<file path="config.mk">
export PLATFORM = sky130hd
export DESIGN_NAME = servo_slew_pwm_flat
export DESIGN_NICKNAME = d
export VERILOG_FILES = /design/src/rtl/servo_slew_pwm_if.sv /design/src/rtl/servo_slew_pwm.sv /design/src/flat_wrapper.sv
export SDC_FILE = /design/constraint.sdc
export NUM_CORES = 1
export LEC_CHECK = 0
export ABC_AREA = 1
export ABC_CLOCK_PERIOD_IN_PS = 3910
export BUFFER_PORTS_ARGS = -buffer_cell sky130_fd_sc_hd__buf_2
export CAP_MARGIN = 20
export CORE_ASPECT_RATIO = 1.5
export CORE_MARGIN = 3
export CORE_UTILIZATION = 61
export DETAILED_ROUTE_END_ITERATION = 6
export GPL_ROUTABILITY_DRIVEN = 1
export GPL_TIMING_DRIVEN = 0
export HOLD_SLACK_MARGIN = 0.02
export PLACE_DENSITY = 0.83
export SETUP_SLACK_MARGIN = 0.05
export SLEW_MARGIN = 20
export SYNTH_ARGS = -nofsm -noshare
export SYNTH_HDL_FRONTEND = slang
export SYNTH_SLANG_ARGS = --single-unit
</file>
<file path="constraint.sdc">
create_clock -name clk_i -period 3.91 [get_ports clk_i]
set_input_delay 0.391 -clock clk_i [delete_from_list [all_inputs] [get_ports clk_i]]
set_output_delay 0.391 -clock clk_i [all_outputs]
set_load 0.01 [all_outputs]
</file>
<file path="src/rtl/servo_slew_pwm_if.sv">
// Purpose : command/status bundle between the arm sequencer and one servo joint driver.
// Latency : n/a (wires only).
// Flow    : no backpressure; desired/enable are level commands, status is continuous.
// Ports   : enable, desired[19:0] (sequencer -> driver); pwm, flag, position[19:0], frame_start (driver -> sequencer).
interface servo_slew_pwm_if;
  logic        enable;
  logic [19:0] desired;
  logic        pwm;
  logic        flag;
  logic [19:0] position;
  logic        frame_start;

  modport master (
    output enable, desired,
    input  pwm, flag, position, frame_start
  );

  modport slave (
    input  enable, desired,
    output pwm, flag, position, frame_start
  );
endinterface

</file>
<file path="src/rtl/servo_slew_pwm.sv">
// Purpose : per-joint servo driver; ramps position toward the commanded target and emits a frame-locked PWM.
// Latency : desired -> target 1 cycle; target -> first step 1..STEP_DIV+1 cycles; pulse width latched at frame start.
// Flow    : no backpressure; flag high once the joint has sat on target for SETTLE_FRAMES frame starts.
// Ports   : clk_i, rst_ni (async, active-low); srv (slave modport): enable, desired in; pwm, flag, position, frame_start out.
module servo_slew_pwm #(
  parameter int unsigned FRAME_LEN     = 2000000,
  parameter int unsigned PULSE_MIN     = 50000,
  parameter int unsigned POS_MAX       = 200000,
  parameter int unsigned INIT_POS      = 100000,
  parameter int unsigned STEP          = 64,
  parameter int unsigned STEP_DIV      = 256,
  parameter int unsigned SETTLE_FRAMES = 3
) (
  input  logic              clk_i,
  input  logic              rst_ni,
  servo_slew_pwm_if.slave   srv
);

  localparam int PW = (STEP_DIV > 1) ? $clog2(STEP_DIV) : 1;
  localparam int SW = $clog2(SETTLE_FRAMES + 1);

  localparam logic [19:0]   POS_MAX_W    = 20'(POS_MAX);
  localparam logic [19:0]   INIT_POS_W   = 20'(INIT_POS);
  localparam logic [20:0]   STEP_W       = 21'(STEP);
  localparam logic [20:0]   PULSE_MIN_W  = 21'(PULSE_MIN);
  localparam logic [20:0]   FRAME_LAST   = 21'(FRAME_LEN - 1);
  localparam logic [PW-1:0] PRESC_LAST   = PW'(STEP_DIV - 1);
  localparam logic [SW-1:0] SETTLE_W     = SW'(SETTLE_FRAMES);

  typedef enum logic {HOLD, SLEW} state_e;

  state_e        state_q, state_d;
  logic [19:0]   tgt_q, tgt_d;
  logic [19:0]   pos_q, pos_d;
  logic [20:0]   cnt_q, cnt_d;
  logic          frame_start_q, frame_start_d;
  logic [20:0]   width_q, width_d;
  logic          en_l_q, en_l_d;
  logic          pwm_q, pwm_d;
  logic [PW-1:0] presc_q, presc_d;
  logic [SW-1:0] settle_q, settle_d;
  logic          flag_q, flag_d;

  logic          tick;
  logic [20:0]   pos_ext;
  logic [20:0]   tgt_ext;
  logic [20:0]   step_pos;

  always_comb begin
    tgt_d         = tgt_q;
    presc_d       = '0;
    state_d       = state_q;
    step_pos      = {1'b0, pos_q};
    pos_ext       = {1'b0, pos_q};
    tgt_ext       = {1'b0, tgt_q};
    cnt_d         = (cnt_q == FRAME_LAST) ? '0 : cnt_q + 21'd1;
    frame_start_d = (cnt_q == '0);
    width_d       = width_q;
    en_l_d        = en_l_q;
    settle_d      = settle_q;

    if (srv.enable) begin
      tgt_d = (srv.desired > POS_MAX_W) ? POS_MAX_W : srv.desired;
    end

    // Prescaler only advances while enabled, so a disabled joint freezes in place.
    tick = srv.enable && (presc_q == PRESC_LAST);
    if (srv.enable && !tick) begin
      presc_d = presc_q + 1'b1;
    end

    case (state_q)
      HOLD: begin
        if (tgt_q != pos_q) state_d = SLEW;
      end
      default: begin
        // Steps compare against the registered target, so a same-cycle target change waits one cycle.
        if (tick) begin
          if (pos_ext < tgt_ext) begin
            step_pos = (pos_ext + STEP_W > tgt_ext) ? tgt_ext : pos_ext + STEP_W;
          end else if (pos_ext > tgt_ext) begin
            step_pos = (pos_ext >= tgt_ext + STEP_W) ? pos_ext - STEP_W : tgt_ext;
          end
        end
        if (pos_q == tgt_q) state_d = HOLD;
      end
    endcase
    pos_d = step_pos[19:0];

    // Width and enable are frozen for the whole frame; the latch sees the pre-step position.
    if (cnt_q == '0) begin
      width_d = PULSE_MIN_W + pos_ext;
      en_l_d  = srv.enable;
    end
    pwm_d = en_l_d && (cnt_q < width_d);

    if ((tgt_q != pos_q) || !srv.enable) begin
      settle_d = '0;
    end else if (frame_start_q && (state_q == HOLD) && (settle_q != SETTLE_W)) begin
      settle_d = settle_q + 1'b1;
    end
    flag_d = (settle_d == SETTLE_W);
  end

  always_ff @(posedge clk_i or negedge rst_ni) begin
    if (!rst_ni) begin
      state_q       <= HOLD;
      tgt_q         <= INIT_POS_W;
      pos_q         <= INIT_POS_W;
      cnt_q         <= '0;
      frame_start_q <= 1'b0;
      width_q       <= '0;
      en_l_q        <= 1'b0;
      pwm_q         <= 1'b0;
      presc_q       <= '0;
      settle_q      <= '0;
      flag_q        <= 1'b0;
    end else begin
      state_q       <= state_d;
      tgt_q         <= tgt_d;
      pos_q         <= pos_d;
      cnt_q         <= cnt_d;
      frame_start_q <= frame_start_d;
      width_q       <= width_d;
      en_l_q        <= en_l_d;
      pwm_q         <= pwm_d;
      presc_q       <= presc_d;
      settle_q      <= settle_d;
      flag_q        <= flag_d;
    end
  end

  assign srv.pwm         = pwm_q;
  assign srv.flag        = flag_q;
  assign srv.position    = pos_q;
  assign srv.frame_start = frame_start_q;

endmodule

</file>
<file path="src/flat_wrapper.sv">
// flat-port wrapper written by rule: the top's interface ports become plain ports
module servo_slew_pwm_flat 
#(
  parameter int unsigned FRAME_LEN     = 2000000,
  parameter int unsigned PULSE_MIN     = 50000,
  parameter int unsigned POS_MAX       = 200000,
  parameter int unsigned INIT_POS      = 100000,
  parameter int unsigned STEP          = 64,
  parameter int unsigned STEP_DIV      = 256,
  parameter int unsigned SETTLE_FRAMES = 3
)
  (clk_i, rst_ni, srv_enable, srv_desired, srv_pwm, srv_flag, srv_position, srv_frame_start);
  servo_slew_pwm_if srv_i ();
  input  logic clk_i;
  input  logic rst_ni;
  input wire logic [$bits(srv_i.enable)-1:0] srv_enable;
  input wire logic [$bits(srv_i.desired)-1:0] srv_desired;
  output wire logic [$bits(srv_i.pwm)-1:0] srv_pwm;
  output wire logic [$bits(srv_i.flag)-1:0] srv_flag;
  output wire logic [$bits(srv_i.position)-1:0] srv_position;
  output wire logic [$bits(srv_i.frame_start)-1:0] srv_frame_start;
  assign srv_i.enable = srv_enable;
  assign srv_i.desired = srv_desired;
  assign srv_pwm = srv_i.pwm;
  assign srv_flag = srv_i.flag;
  assign srv_position = srv_i.position;
  assign srv_frame_start = srv_i.frame_start;
  servo_slew_pwm #(.FRAME_LEN(FRAME_LEN), .PULSE_MIN(PULSE_MIN), .POS_MAX(POS_MAX), .INIT_POS(INIT_POS), .STEP(STEP), .STEP_DIV(STEP_DIV), .SETTLE_FRAMES(SETTLE_FRAMES)) u_core (.clk_i(clk_i), .rst_ni(rst_ni), .srv(srv_i));
endmodule
</file>
Word-level counts from Yosys, hierarchy flattened. Index checks and enable logic that the tools add are counted.

Add/sub/neg operators: 7. Magnitude comparators: 6. Equality and inequality tests: 6. Muxes and demuxes: 14. Bitwise operators: 1. Reduce and logical (&&, ||, !) cells: 11.

Operators with widths (count): 20-bit two-way mux (5); 20-bit by 7-bit adder with 21-bit output (second input constant) (2); 21-bit two-way mux (2); 16-bit by 20-bit adder with 21-bit output (first input constant) (1); 21-bit by 1-bit adder with 21-bit output (second input constant) (1); 21-bit equality test (second input constant) (1); 20-bit by 21-bit greater-or-equal comparator with 1-bit output (1); 21-bit by 20-bit greater-than comparator with 1-bit output (1); 21-bit zero test (1); 21-bit < comparator (1); 20-bit equality test (1); 20-bit by 18-bit greater-than comparator with 1-bit output (second input constant) (1); 20-bit greater-than comparator (1); 20-bit < comparator (1); 20-bit inequality test (1); 20-bit by 7-bit subtractor with 20-bit output (second input constant) (1); 8-bit by 1-bit adder with 8-bit output (second input constant) (1); 8-bit equality test (second input constant) (1); 8-bit two-way mux (1); 1-bit logical AND (5); 1-bit two-way mux (4); 2-bit two-way mux (2); 3-bit AND reduction (1); 2-bit by 1-bit adder with 2-bit output (second input constant) (1); 6 further kinds (7).

Flip-flop bits (word level): 97. Bits of input ports: 23. Output and inout bits: 23.

Longest topological paths before layout. Gate-level depths: netlist of run 1.

Depth in word-level cells: 6. Gate-level depth with buffers: 24. Depth with buffers taken out: 22.

Worst setup path after synthesis of run 1. Ideal clock, no wire load.

Kind: reg2reg. Start: reg u_core.pos_q[7], in the netlist u_core.srv.position[7]. End: reg u_core.pos_q[4], in the netlist u_core.srv.position[4]. Setup time: 0.118 ns. Arrival time: 2.943 ns. Path slack: 0.849 ns. Stages on the path, launching flop included: 21. Cells stage by stage: dfstp_2 > ha_1 > nand2_2 > nor2_4 > nand3b_4 > nor2_1 > xor2_1 > inv_1 > ha_1 > nand2_1 > nor2_1 > nand4_1 > nor2_2 > nand2_4 > nand2_4 > nand2_4 > nand2_2 > nand3_2 > buf_6 > nand2_2 > o21ai_2.

Cells in the longest elaborated chain, start to end: 4. Elaborated cells on any way between the ends: 11. Those cells by class: 1 x add/sub; 4 x order compare; 4 x mux; 2 x reduce/logical.

RTL lines: start: declaration (RTL line servo_slew_pwm.sv:34) `logic [19:0] pos_q, pos_d;`; start signal: assignment (RTL line servo_slew_pwm.sv:121) `pos_q <= pos_d;`; 20-bit by 7-bit adder with 21-bit output / 20-bit by 21-bit greater-or-equal comparator with 1-bit output (equally long branches) (RTL line servo_slew_pwm.sv:80, servo_slew_pwm.sv:82); 21-bit by 20-bit greater-than comparator with 1-bit output / 20-bit two-way mux (equally long branches) (RTL line servo_slew_pwm.sv:80, servo_slew_pwm.sv:82); 20-bit two-way mux, on equally long branches (RTL line servo_slew_pwm.sv:80, servo_slew_pwm.sv:81); 20-bit two-way mux (RTL line servo_slew_pwm.sv:79) `if (pos_ext < tgt_ext) begin`.

Parallel ways exist; a longest one is shown, timed or not. The select of a mux whose other input is x is not followed. A chain may end at the register's enable or synchronous reset.

Worst setup path in the final report of run 1.
Start: reg u_core.pos_q[8], in the netlist u_core.srv.position[8]. End: reg u_core.pos_q[13], in the netlist u_core.srv.position[13].

Cells in the longest elaborated chain, start to end: 4. Elaborated cells on any way between the ends: 12. Those cells by class: 2 x add/sub; 4 x order compare; 4 x mux; 2 x reduce/logical.

RTL lines: 20-bit by 7-bit adder with 21-bit output (tied with other cells) (RTL line servo_slew_pwm.sv:80) `step_pos = (pos_ext + STEP_W > tgt_ext) ? tgt_ext : pos_ext + STEP_W;`; 21-bit by 20-bit greater-than comparator with 1-bit output / 20-bit two-way mux (equally long branches) (RTL line servo_slew_pwm.sv:80, servo_slew_pwm.sv:82); 20-bit two-way mux, on equally long branches (RTL line servo_slew_pwm.sv:80, servo_slew_pwm.sv:81); 20-bit two-way mux (RTL line servo_slew_pwm.sv:79).

Parallel ways exist; a longest one is shown, timed or not. The select of a mux whose other input is x is not followed.

==> results.json, run 1 <==
{
  "status": "completed",
  "synth_edf_count": 0,
  "syn-num-nets": 1205,
  "slew_violations": 0,
  "clock_skew_ps": 12.1,
  "grt_pass1_wl_mm": 34.5,
  "cts_buffer_depth": 2,
  "gr-usage-all-layers_pct": 30.1,
  "reg2reg_depth": 21,
  "start_util_pct": 62.5,
  "clkTransAtPathRegs_ps": 80,
  "vias": 7402,
  "port_buffers": 45,
  "post-dp-hpwl_mm": 15.9,
  "fmax_ghz": 0.281,
  "root_buffer": "clkbuf_16",
  "synth_cell_type_count": 43,
  "die_w_um": 98.5,
  "dieArea_sq_um": 14200,
  "finalWeightedCongestion": 0.956,
  "cellPowerDensity_nw_per_um2": 244,
  "syn2layout_area_growth_pct": 10.5,
  "antenna_found_initial": 0,
  "clock_latency_ps": 360,
  "synth_area_sq_um": 7820,
  "drtIter0Drc": 450,
  "post_drt_wl_per_cell_um": 15.6,
  "rsz0062_at_grt": "false",
  "crit_start": "u_core.srv.position[8]",
  "r2r_end": "u_core.srv.position[13]",
  "final_hold_viol_count": 0,
  "nets": 1266,
  "worst_pin_slew_ps": 502,
  "ir_drop_mv": 0.224,
  "drtAntennaViolNets": 0,
  "synth_cells": 1105,
  "critPathKind": "reg -> reg",
  "avgSynthCellArea_sq_um": 7.08,
  "cts_tree": "built",
  "p_leak_nw": 4.85,
  "chipHeight_um": 145,
  "coreArea_sq_um": 12500,
  "viasPerCell": 5.58,
  "cp.arrival_ps": 3800,
  "critPathMaxFanout": 10,
  "cap_violations": 0,
  "hold_path.class": "in -> reg",
  "grt_start_max_net_pins": 65,
  "crit_path_end_kind": "flip-flop",
  "first_pass_iters": 5,
  "diodes": 0,
  "cts_buffers": 9,
  "finalSetupTns_ps": 0,
  "start_kind": "flip-flop",
  "grt_overflow": 0,
  "timing.slew.headroom_pct": 66.2,
  "fillerInstances": 1069,
  "ys_ff_latch": 97,
  "cp.required_ps": 4160,
  "grt_pass1_vias": 7254,
  "period_share_pct": 90.9,
  "synth_warnings": 0,
  "p_total_mw": 2.11,
  "r2r-start": "u_core.srv.position[8]",
  "h-tree-depth": 3,
  "drive_gt1_share_pct": 12.0,
  "wl_mm": 20.7,
  "crit_end": "u_core.srv.position[13]",
  "ys_seq_area_share_pct": 31.2,
  "period_minus_slack_ps": 3550,
  "synthFlopType": "dfrtp_1",
  "numClockSinks": 97,
  "ios": 46,
  "remaining_drc_errors": 0,
  "finalSetupViolCount": 0,
  "rrSetupSlack_ps": 360,
  "fp-row-count": 50,
  "async_reset_ff_share_pct": 100,
  "min_path_cells": 3
}
## cell usage after synthesis (all sizes together), types with 2 or more instances
cell type / number / area share, %
a21oi: 41 / 2.7
a22oi: 5 / 0.48
a31oi: 6 / 0.48
and2: 2 / 0.16
and3: 2 / 0.16
buf: 20 / 1.5
clkbuf: 8 / 0.38
dfrtp: 85 / 27
dfstp: 12 / 4.0
ha: 77 / 12
inv: 171 / 8.2
nand2: 289 / 15
nand3: 98 / 6.5
nand3b: 3 / 0.45
nand4: 37 / 3.0
nor2: 105 / 5.3
nor3: 21 / 1.5
nor3b: 2 / 0.19
nor4: 15 / 1.2
o211ai: 3 / 0.29
o21a: 3 / 0.29
o21ai: 43 / 3.0
or2: 4 / 0.32
xnor2: 3 / 0.34
xor2: 45 / 5.0
## worst max-delay path, cell delays in order, from the launching register on
cell	delay (ps)
dfrtp_2	440
buf_4	180
inv_1	100
nor3_4	280
nand2_1	170
nor2_1	200
nand2_1	120
xor2_2	220
inv_1	70
ha_1	290
inv_1	40
nor2_1	170
nand4_1	170
nor2_4	240
nand2_4	70
nand2_4	90
buf_2	230
nand3_1	110
nand3_1	100
nand2_1	60
nand2_1	60
nand2_1	50
## through the flow
stage	setup WS [ps]	utilization (%)	cell area [sq um]	instances	hold slack [ps]
final	357	69.1	8650	1327	288
after global routing	52.6	69.1	8650	1327	300
after CTS	99.0	68.7	8600	1324	284
after detailed placement	119	66.2	8280	1307	299
after global placement	112	65.9	8240	1306	454
after floorplan	849	-	7820	1105	95.4
## kinds of logic after synthesis
logic type	count (synthesis)	share of synthesized area, %
flops	97	31.2
fa+ha+maj	77	12.3
mux	1	0.128
simple gates	579	33.3
xor+xnor	48	5.37
buf+inv	200	10.2
compound gates	103	7.45
## metal layers
layer / part of all wire [%] / global-route usage (%)
met5: 0 / 0
met4: 3.7 / 13.7
met3: 4.3 / 3.26
met2: 55 / 57.9
met1: 37 / 32.9
## how the worst min path moves through the flow
stage	startpoint	to
finish	srv_desired[3]	u_core.tgt_q[3]
global route	srv_desired[15]	u_core.tgt_q[15]
CTS	srv_desired[3]	u_core.tgt_q[3]
detailed placement	rst_ni	u_core.presc_q[4]
global placement	u_core.presc_q[0]	u_core.presc_q[0]
floorplan	rst_ni	u_core.cnt_q[0]
## what timing repair did
item,4_1_cts,5_1_grt
resized for setup,0,6
hold buffers,1,0
setup buffers,0,3
endpoints found under the setup margin,0,20
hold endpoints to repair,26,0
## flip-flops by register name, summed over array words and instances, names as in the netlist
name,cells
u_core.presc_q,8
u_core.srv.pwm,1
u_core.settle_q,2
u_core.tgt_q,20
u_core.cnt_q,21
u_core.srv.flag,1
u_core.en_l_q,1
u_core.srv.position,20
u_core.width_q,21
u_core.state_q,1
u_core.srv.frame_start,1
## power by group
group	total (mW)	switching (mW)	internal, mW	leakage, nW
sequential	1.03	0.0102	1.02	1.23
combinational	0.159	0.109	0.0500	3.48
clock	0.920	0.463	0.457	0.146
total	2.11	0.582	1.53	4.85
## cells in the final DEF, fill, tap and decap left out, drive strengths merged, types with 6 or more instances in the layout
cell type / count
nand2: 289
inv: 173
nor2: 105
nand3: 98
dfrtp: 85
ha: 77
buf: 69
xor2: 45
o21ai: 43
a21oi: 41
nand4: 37
nor3: 21
clkbuf: 17
nor4: 15
dfstp: 12
a31oi: 6
## final cells by class
class / count / area, sq um / area share, %
multi-input cells: 808 / 4610 / 53.3
flip-flops and latches: 97 / 2440 / 28.3
inverters: 172 / 646 / 7.47
repair buffers: 50 / 292 / 3.37
clock buffers: 9 / 225 / 2.60
well taps: 156 / 195 / 2.26
plain buffers: 28 / 150 / 1.74
clock inverters: 7 / 85.1 / 0.984
Note: power is estimated with default switching activity, not from simulation.
==> run 2: changes to the inputs <==
CORE_MARGIN = 2   (was 3)
==> results.json, run 2 (synthesized netlist as in run 1, its figures left out) <==
{
  "grt_overflow": 0,
  "vias": 7290,
  "min_path_cells": 3,
  "drive_gt1_share_pct": 11.8,
  "largest_registers": "u_core.cnt_q (21), u_core.width_q (21)",
  "reg2reg_depth": 21,
  "clkTransAtPathRegs_ps": 80,
  "cp.arrival_ps": 3830,
  "post-dp-hpwl_mm": 15.9,
  "seq_power_share_pct": 49.2,
  "internal_power_mw": 1.54,
  "status": "completed",
  "final_cell_count_no_fill": 1325,
  "grt_pass1_wl_mm": 33.9,
  "combinationalPowerShare_pct": 7.6,
  "crit_path_end_kind": "flip-flop",
  "dpl_cell_area_sq_um": 8280,
  "die_w_um": 96.5,
  "finalSetupTns_ps": 0,
  "p_leak_nw": 4.85,
  "dieArea_sq_um": 13800,
  "fin_ws_ps": 323,
  "syn2layout_area_growth_pct": 10.3,
  "switching_share_pct": 26.4,
  "final_hold_viol_count": 0,
  "antenna_found_initial": 0,
  "fmax_ghz": 0.279,
  "root_buffer": "clkbuf_16",
  "final_util_pct": 69.0,
  "cap_violations": 0,
  "rsz0062_at_grt": "false",
  "fillerInstances": 1093,
  "chipHeight_um": 143,
  "final_area_sq_um": 8630,
  "worst_pin_slew_ps": 569,
  "drtIter0Drc": 382,
  "grt_start_max_net_pins": 66,
  "fp-row-count": 50,
  "slew_violations": 0,
  "clock_power_share_pct": 43.2,
  "timing.slew.headroom_pct": 61.7,
  "h-tree-depth": 3,
  "clock_latency_ps": 350,
  "coreArea_sq_um": 12500,
  "wl_mm": 20.5,
  "clock_skew_ps": 7.38,
  "cts_tree": "built",
  "start_kind": "flip-flop",
  "numClockSinks": 97,
  "dpl.cell_count": 1307,
  "cp.required_ps": 4150,
  "p_total_mw": 2.09,
  "switching_power_mw": 0.553,
  "final_common_cell": "nand2_1",
  "finalWeightedCongestion": 0.962,
  "nets": 1264,
  "cellPowerDensity_nw_per_um2": 243,
  "whs_ps": 296,
  "viasPerCell": 5.50,
  "diodes": 0,
  "post_drt_wl_per_cell_um": 15.5,
  "gr-usage-all-layers_pct": 31.6,
  "port_buffers": 45,
  "remaining_drc_errors": 0,
  "cts_buffers": 9,
  "start_util_pct": 62.5,
  "finalSetupViolCount": 0,
  "grt_pass1_vias": 7169,
  "cts_buffer_depth": 2,
  "hold_path.class": "in -> reg",
  "period_share_pct": 91.7,
  "drtAntennaViolNets": 0,
  "critPathKind": "reg -> reg",
  "period_minus_slack_ps": 3590,
  "ir_drop_mv": 0.283,
  "layout_common_cells": "nand2_1 (276), inv_1 (168), nor2_1 (100)",
  "first_pass_iters": 7,
  "place_ws_ps": 76.5,
  "ios": 46,
  "critPathMaxFanout": 10
}
## run 2: cell count changes in the layout (fill, tap and decap cells not counted)
cell,delta
clkinv_4,+1
inv_8,+2
clkinv_8,-2
clkbuf_8,+1
clkinvlp_4,-1
buf_4,-2
inv_6,-1
## run 2: power groups by stage
stage | logic, mW | registers [mW] | clock network, mW
6_report | 0.158 | 1.03 | 0.905
5_1_grt | 0.182 | 1.03 | 0.960
4_1_cts | 0.157 | 1.03 | 0.926
3_5_place_dp | 0.155 | 1.05 | 0
3_3_place_gp | 0.147 | 1.05 | 0
2_1_floorplan | 0.0871 | 1.05 | 0
## run 2: cell type report
cell class	count	area, sq um	area share [%]
clock buffers	10	239	2.77
flip-flops and latches	97	2440	28.3
plain buffers	28	150	1.74
inverters	172	646	7.48
well taps	156	195	2.26
multi-input cells	808	4610	53.4
repair buffers	48	277	3.20
clock inverters	6	67.6	0.783
## run 2: what timing repair did
action	4_1_cts	5_1_grt
hold buffers	1	0
endpoints found under the setup margin	0	16
resized for setup	0	6
hold endpoints to repair	32	0
setup buffers	0	1
## run 2: critical path, cell delays in order, from the launching register on
cell and delay (ps):
dfrtp_2 450, buf_4 190, inv_1 90, nor3_4 280, nand2_1 160, nor2_1 190
nand2_1 120, xor2_2 230, inv_1 70, ha_1 290, inv_1 40, nor2_1 190
nand4_1 170, nor2_4 230, nand2_4 70, nand2_4 90, buf_2 240, nand3_1 100
nand3_1 110, nand2_1 60, nand2_1 60, nand2_1 40
## run 2: final timing paths
check	start	to	slack [ps]
hold reg to reg	u_core.presc_q[0]	u_core.presc_q[0]	480
min in group asynchronous	rst_ni	u_core.presc_q[3]	490
setup / recovery	u_core.srv.position[8]	u_core.srv.position[11]	320
setup reg to reg	u_core.srv.position[8]	u_core.srv.position[11]	320
max in group asynchronous	rst_ni	u_core.srv.position[15]	2760
hold / removal	srv_desired[13]	u_core.tgt_q[13]	300
## run 2: metal layers
metal	wire [um]	global-route usage [%]	up-vias
met5	0	0	-
met4	1360	20.7	0
met3	682	4.91	81
met2	10300	53.9	185
met1	8110	35.8	3316
li1	-	-	3708
